$ cat src/rtl/load_use_stall_ctrl.sv
// Load-use hazard detector and stall sequencer: freezes PC and IF/ID and injects
// ID/EX bubbles for LOAD_LATENCY cycles per hazard, with flush abort and statistics.
module load_use_stall_ctrl #(
  parameter int unsigned REG_ADDR_W   = 5,
  parameter int unsigned LOAD_LATENCY = 1,
  parameter int unsigned CNT_W        = 16
) (
  input  logic                  clk,
  input  logic                  reset_n,
  input  logic                  EX_MemoryRead,
  input  logic [REG_ADDR_W-1:0] EX_rt,
  input  logic [REG_ADDR_W-1:0] ID_rs,
  input  logic [REG_ADDR_W-1:0] ID_rt,
  input  logic                  ID_UsesRs,
  input  logic                  ID_UsesRt,
  input  logic                  Flush,
  output logic                  PC_WriteEnable,
  output logic                  IFID_WriteEnable,
  output logic                  StallFlush,
  output logic                  Stalling,
  output logic [CNT_W-1:0]      StallCount,
  input  logic                  ClearCount
);

  localparam int unsigned RW = (LOAD_LATENCY > 1) ? $clog2(LOAD_LATENCY) : 1;

  typedef enum logic {
    IDLE  = 1'b0,
    STALL = 1'b1
  } state_t;

  state_t        state, state_next;
  logic [RW-1:0] remain, remain_next;
  logic          rs_match, rt_match, ex_rt_nz;
  logic          hazard;
  logic          stall;

  // Compare first, then qualify with the use bit, so an X use flag on a
  // mismatching operand resolves to 0 instead of propagating.
  assign rs_match = (EX_rt == ID_rs);
  assign rt_match = (EX_rt == ID_rt);
  assign ex_rt_nz = (EX_rt != '0);
  assign hazard   = EX_MemoryRead & ex_rt_nz &
                    ((rs_match & ID_UsesRs) | (rt_match & ID_UsesRt));

  always_comb begin
    state_next  = state;
    remain_next = remain;
    stall       = 1'b0;
    unique case (state)
      IDLE: begin
        stall = hazard & ~Flush;
        if (stall && (LOAD_LATENCY > 1)) begin
          remain_next = RW'(LOAD_LATENCY - 1);
          state_next  = STALL;
        end
      end
      STALL: begin
        if (Flush) begin
          stall       = 1'b0;
          remain_next = '0;
          state_next  = IDLE;
        end else begin
          stall       = 1'b1;
          remain_next = remain - RW'(1);
          if (remain == RW'(1)) begin
            state_next = IDLE;
          end
        end
      end
      default: begin
        state_next  = IDLE;
        remain_next = '0;
      end
    endcase
    // Reset overrides the sequencer combinationally so the pipeline is released
    // the instant reset_n falls, without waiting for a clock edge.
    if (!reset_n) begin
      stall = 1'b0;
    end
  end

  always_ff @(posedge clk or negedge reset_n) begin
    if (!reset_n) begin
      state  <= IDLE;
      remain <= '0;
    end else begin
      state  <= state_next;
      remain <= remain_next;
    end
  end

  always_ff @(posedge clk or negedge reset_n) begin
    if (!reset_n) begin
      StallCount <= '0;
    end else if (ClearCount) begin
      StallCount <= '0;
    end else if (stall && (StallCount != '1)) begin
      StallCount <= StallCount + CNT_W'(1);
    end
  end

  assign PC_WriteEnable   = ~stall;
  assign IFID_WriteEnable = ~stall;
  assign StallFlush       = stall;
  assign Stalling         = (state == STALL);

endmodule

$ cat config.mk
export PLATFORM = sky130hd
export DESIGN_NAME = load_use_stall_ctrl
export DESIGN_NICKNAME = d
export VERILOG_FILES = /design/src/rtl/load_use_stall_ctrl.sv
export SDC_FILE = /design/constraint.sdc
export NUM_CORES = 1
export LEC_CHECK = 0
export CORE_MARGIN = 1
export CORE_UTILIZATION = 45
export CTS_BUF_LIST = sky130_fd_sc_hd__clkbuf_2
export CTS_CLUSTER_DIAMETER = 100
export DETAILED_ROUTE_END_ITERATION = 8
export MAX_ROUTING_LAYER = met4
export PLACE_DENSITY = 0.86
export SYNTH_ARGS = -nofsm -noshare
export SYNTH_HDL_FRONTEND = slang
export SYNTH_SLANG_ARGS = --single-unit
$ cat constraint.sdc
create_clock -name clk -period 2.2 [get_ports clk]
set_input_delay 0.44 -clock clk [delete_from_list [all_inputs] [get_ports clk]]
set_output_delay 0.44 -clock clk [all_outputs]
set_load 0.03 [all_outputs]
==> results.py <==
metrics = {
    "sta": {
        "skew_ns": 0.00757,
        "slew_headroom": 0.739,
        "rsz0062_at_grt": "yes",
        "worst_pin_slew_ns": 0.388,
        "hold_violations": 0,
        "fmax_ghz": 0.459,
        "drv_slew": 0,
        "layout_min_cycle_time_ns": 2.18,
        "setup_violations": 0,
        "period_share": 0.991,
    },
    "logic_synthesis": {
        "synth_compound_area_frac": 0.208,
        "syn_inst": 126,
        "yosysWarnings": 0,
        "synth-seq-cells": 18,
        "synth_cell_type_count": 32,
        "synth_top_family_by_area": "simple AND/OR/NAND/NOR gates",
        "syn_avg_cell_area_sq_um": 9.03,
        "synth-simple-area-share": 0.242,
        "synth-seq-area-share": 0.396,
        "synth_area_sq_um": 1140,
        "synth_fp_nets": 149,
        "synthAdderAreaFrac": 0.0110,
        "synth_xor_area_frac": 0.0847,
        "synthMuxAreaShare": 0.00880,
    },
    "floorplanning": {
        "pin_count": 42,
        "die_w_um": 52.3,
        "start_util": 0.495,
        "num_rows": 17,
        "die_area_sq_um": 2730,
        "fp.dieH_um": 52.3,
        "core-area_sq_um": 2300,
    },
    "clocking": {
        "htree_num_levels": 1,
        "cts-root-buf": "clkbuf_2",
        "cts.sinks": 18,
        "clkTransAtPathRegs_ns": 0.17,
        "cts_tree": "built",
        "clock_path_buffers": 2,
        "insertion_delay_ns": 0.32,
        "cts_buffers": 3,
        "ctsHoldBuffers": 0,
    },
    "route": {
        "postRouteAntennaNets": 0,
        "dr_total_vias": 1221,
        "avgRoutedWirePerCell_um": 15.6,
        "drt_wl_total_um": 3360,
        "drc": 0,
        "viasPerCell": 5.68,
        "drt_pass1_iterations": 4,
        "drt-initial-drc-count": 19,
    },
    "placed_design": {
        "gp_congestion": 0.785,
        "numPortBuffers": 41,
        "hpwl_um": 2350,
        "place_inst": 203,
    },
    "grt": {
        "grt_usage": 0.273,
        "grt_max_degree": 19,
        "antenna_found_initial": 0,
        "gr-total-overflow": 0,
        "grt_pass1_wl_um": 5400,
        "grt_pass1_vias": 1191,
    },
    "final_layout": {
        "fillers": 162,
        "n_antenna_cell": 0,
        "drive_gt1_frac": 0.241,
        "fin_util": 0.771,
        "syn_to_final_growth_pct": 55.8,
        "fin_cells": 215,
        "final_common_cell": "clkdlybuf4s50_1",
        "fin_nets": 211,
        "final_cell_mix": "29 x clkdlybuf4s50_1, 21 x buf_4, 18 x dfrtp_1",
    },
    "power_and_ir_drop": {
        "ir_drop_mv": 0.301,
        "p_per_area_nw_per_um2": 337,
        "power_leakage_nw": 0.743,
    },
    "setup_path": {
        "rr_startpoint": "StallCount[1]",
        "arrival_ns": 1.74,
        "endpoint_kind": "output port",
        "cpPeakStageDelay_ns": 0.53,
        "r2r_slack_ns": 0.14,
        "worst-path-max-fanout": 6,
        "setup.worst_path.start": "EX_rt[3]",
        "regToRegEndpoint": "StallCount[12]",
        "crit_type": "in2out",
        "reg2reg_depth": 7,
        "critPathRequiredTime_ns": 1.76,
        "crit_slowest_cell": "or4_4",
        "critPathLaunchType": "input port",
        "path_common_cell": "buf_6",
        "path_cells": "buf_6 > or4_4 > o21ai_4 > nor2_4 > a21boi_4 > inv_2 > buf_6",
        "setup.worst_path.end": "StallFlush",
    },
    "run_status": {
        "outcome": "finished, final reports clean",
    },
    "hold_path": {
        "hold_class": "reg2reg",
    },
    "run": {
        "cap_violations": 0,
    },
}
==> layer usage <==
metal	routed length, um	GRT usage	share of wire	vias up
met2	1690	0.466	0.50	46
li1	-	-	-	586
met3	149	0.0464	0.044	11
met4	97	0.0921	0.029	0
met5	0	-	0	-
met1	1420	0.325	0.42	578
==> layout make-up <==
class                   count  area, sq um  area share
clock inverters             1         3.75     0.00212
flip-flops and latches     18          450       0.254
multi-input cells          97          666       0.376
repair buffers             62          579       0.327
well taps                  28         35.0      0.0198
clock buffers               3         15.0     0.00847
inverters                   6         22.5      0.0127
==> worst min path at each step <==
stage / start / to / slack [ns] / cells past startpoint
after CTS: remain / Stalling / 0.45 / 1
after detailed placement: remain / Stalling / 0.43 / 1
after global placement: remain / Stalling / 0.42 / 1
final: remain / Stalling / 0.45 / 1
after global routing: remain / Stalling / 0.47 / 1
after floorplan: reset_n / StallCount[0] / 0.14 / 0
==> power by group <==
group | internal, W | leakage, nW | total, W | switching (W)
sequential | 0.000333 | 0.250 | 0.000334 | 0.00000102
combinational | 0.0000664 | 0.479 | 0.000113 | 0.0000469
clock | 0.0000395 | 0.0140 | 0.000150 | 0.000111
total | 0.000439 | 0.743 | 0.000598 | 0.000159
==> critical path, delay by kind of cell <==
kind	cells	cell delay (ns)
AO/OA/AOI/OAI	2	0.42
buffers and inverters	3	0.28
AND/OR/NAND/NOR	2	0.59
==> synthesized netlist by cell type <==
cell,instances,share of area
nand4_1,7,0.039
clkbuf_1,1,0.0033
o21ai_0,6,0.026
a31o_2,2,0.015
nand2_1,5,0.017
or3_1,5,0.028
o31ai_1,4,0.026
nor2_1,7,0.023
nor3_1,4,0.018
a21o_1,2,0.013
mux2i_1,1,0.0088
a21oi_1,14,0.062
nor4_1,1,0.0055
buf_1,1,0.0033
dfrtp_1,18,0.40
and3_1,4,0.022
xnor2_1,11,0.085
a31oi_2,1,0.011
o2111ai_1,1,0.0077
nand2b_1,3,0.017
a21bo_2,2,0.018
buf_4,2,0.013
or2_2,2,0.011
nand3b_1,2,0.013
or4_1,5,0.033
a21boi_2,1,0.0099
o2bb2ai_1,1,0.0077
o22ai_2,1,0.011
inv_1,6,0.020
ha_1,1,0.011
buf_6,1,0.0099
nand3_1,4,0.018
==> repair_timing <==
| action | CTS | global route |
|---|---|---|
| setup buffers | 3 | 5 |
| endpoints found under the setup margin | 10 | 6 |
| resized for setup | 23 | 13 |
| pin swaps | 5 | 11 |
==> stage by stage <==
step                instance area (sq um)  TNS (ns)  setup slack (ns)  hold slack (ns)  total power (W)
detailed placement                   1640     -6.92            -0.535            0.428         0.000439
global route                         1770   -0.0890           -0.0421            0.470         0.000623
global placement                     1640     -5.92            -0.499            0.421         0.000435
finish                               1770         0            0.0195            0.451         0.000598
CTS                                  1690         0           0.00420            0.450         0.000591
floorplan                            1140         0           0.00578            0.144         0.000373
==> state kept, by name, summed over array words and instances, names as in the netlist <==
name and count:
StallCount 16, Stalling 1, remain 1
==> kinds of logic after synthesis <==
logic type | count (synthesis)
AO/OA/AOI/OAI | 35
XOR/XNOR | 11
adder cells (fa/ha/maj) | 1
buffers and inverters | 11
flip-flops | 18
multiplexers | 1
AND/OR/NAND/NOR | 49
(Power assumes the default switching activity.)
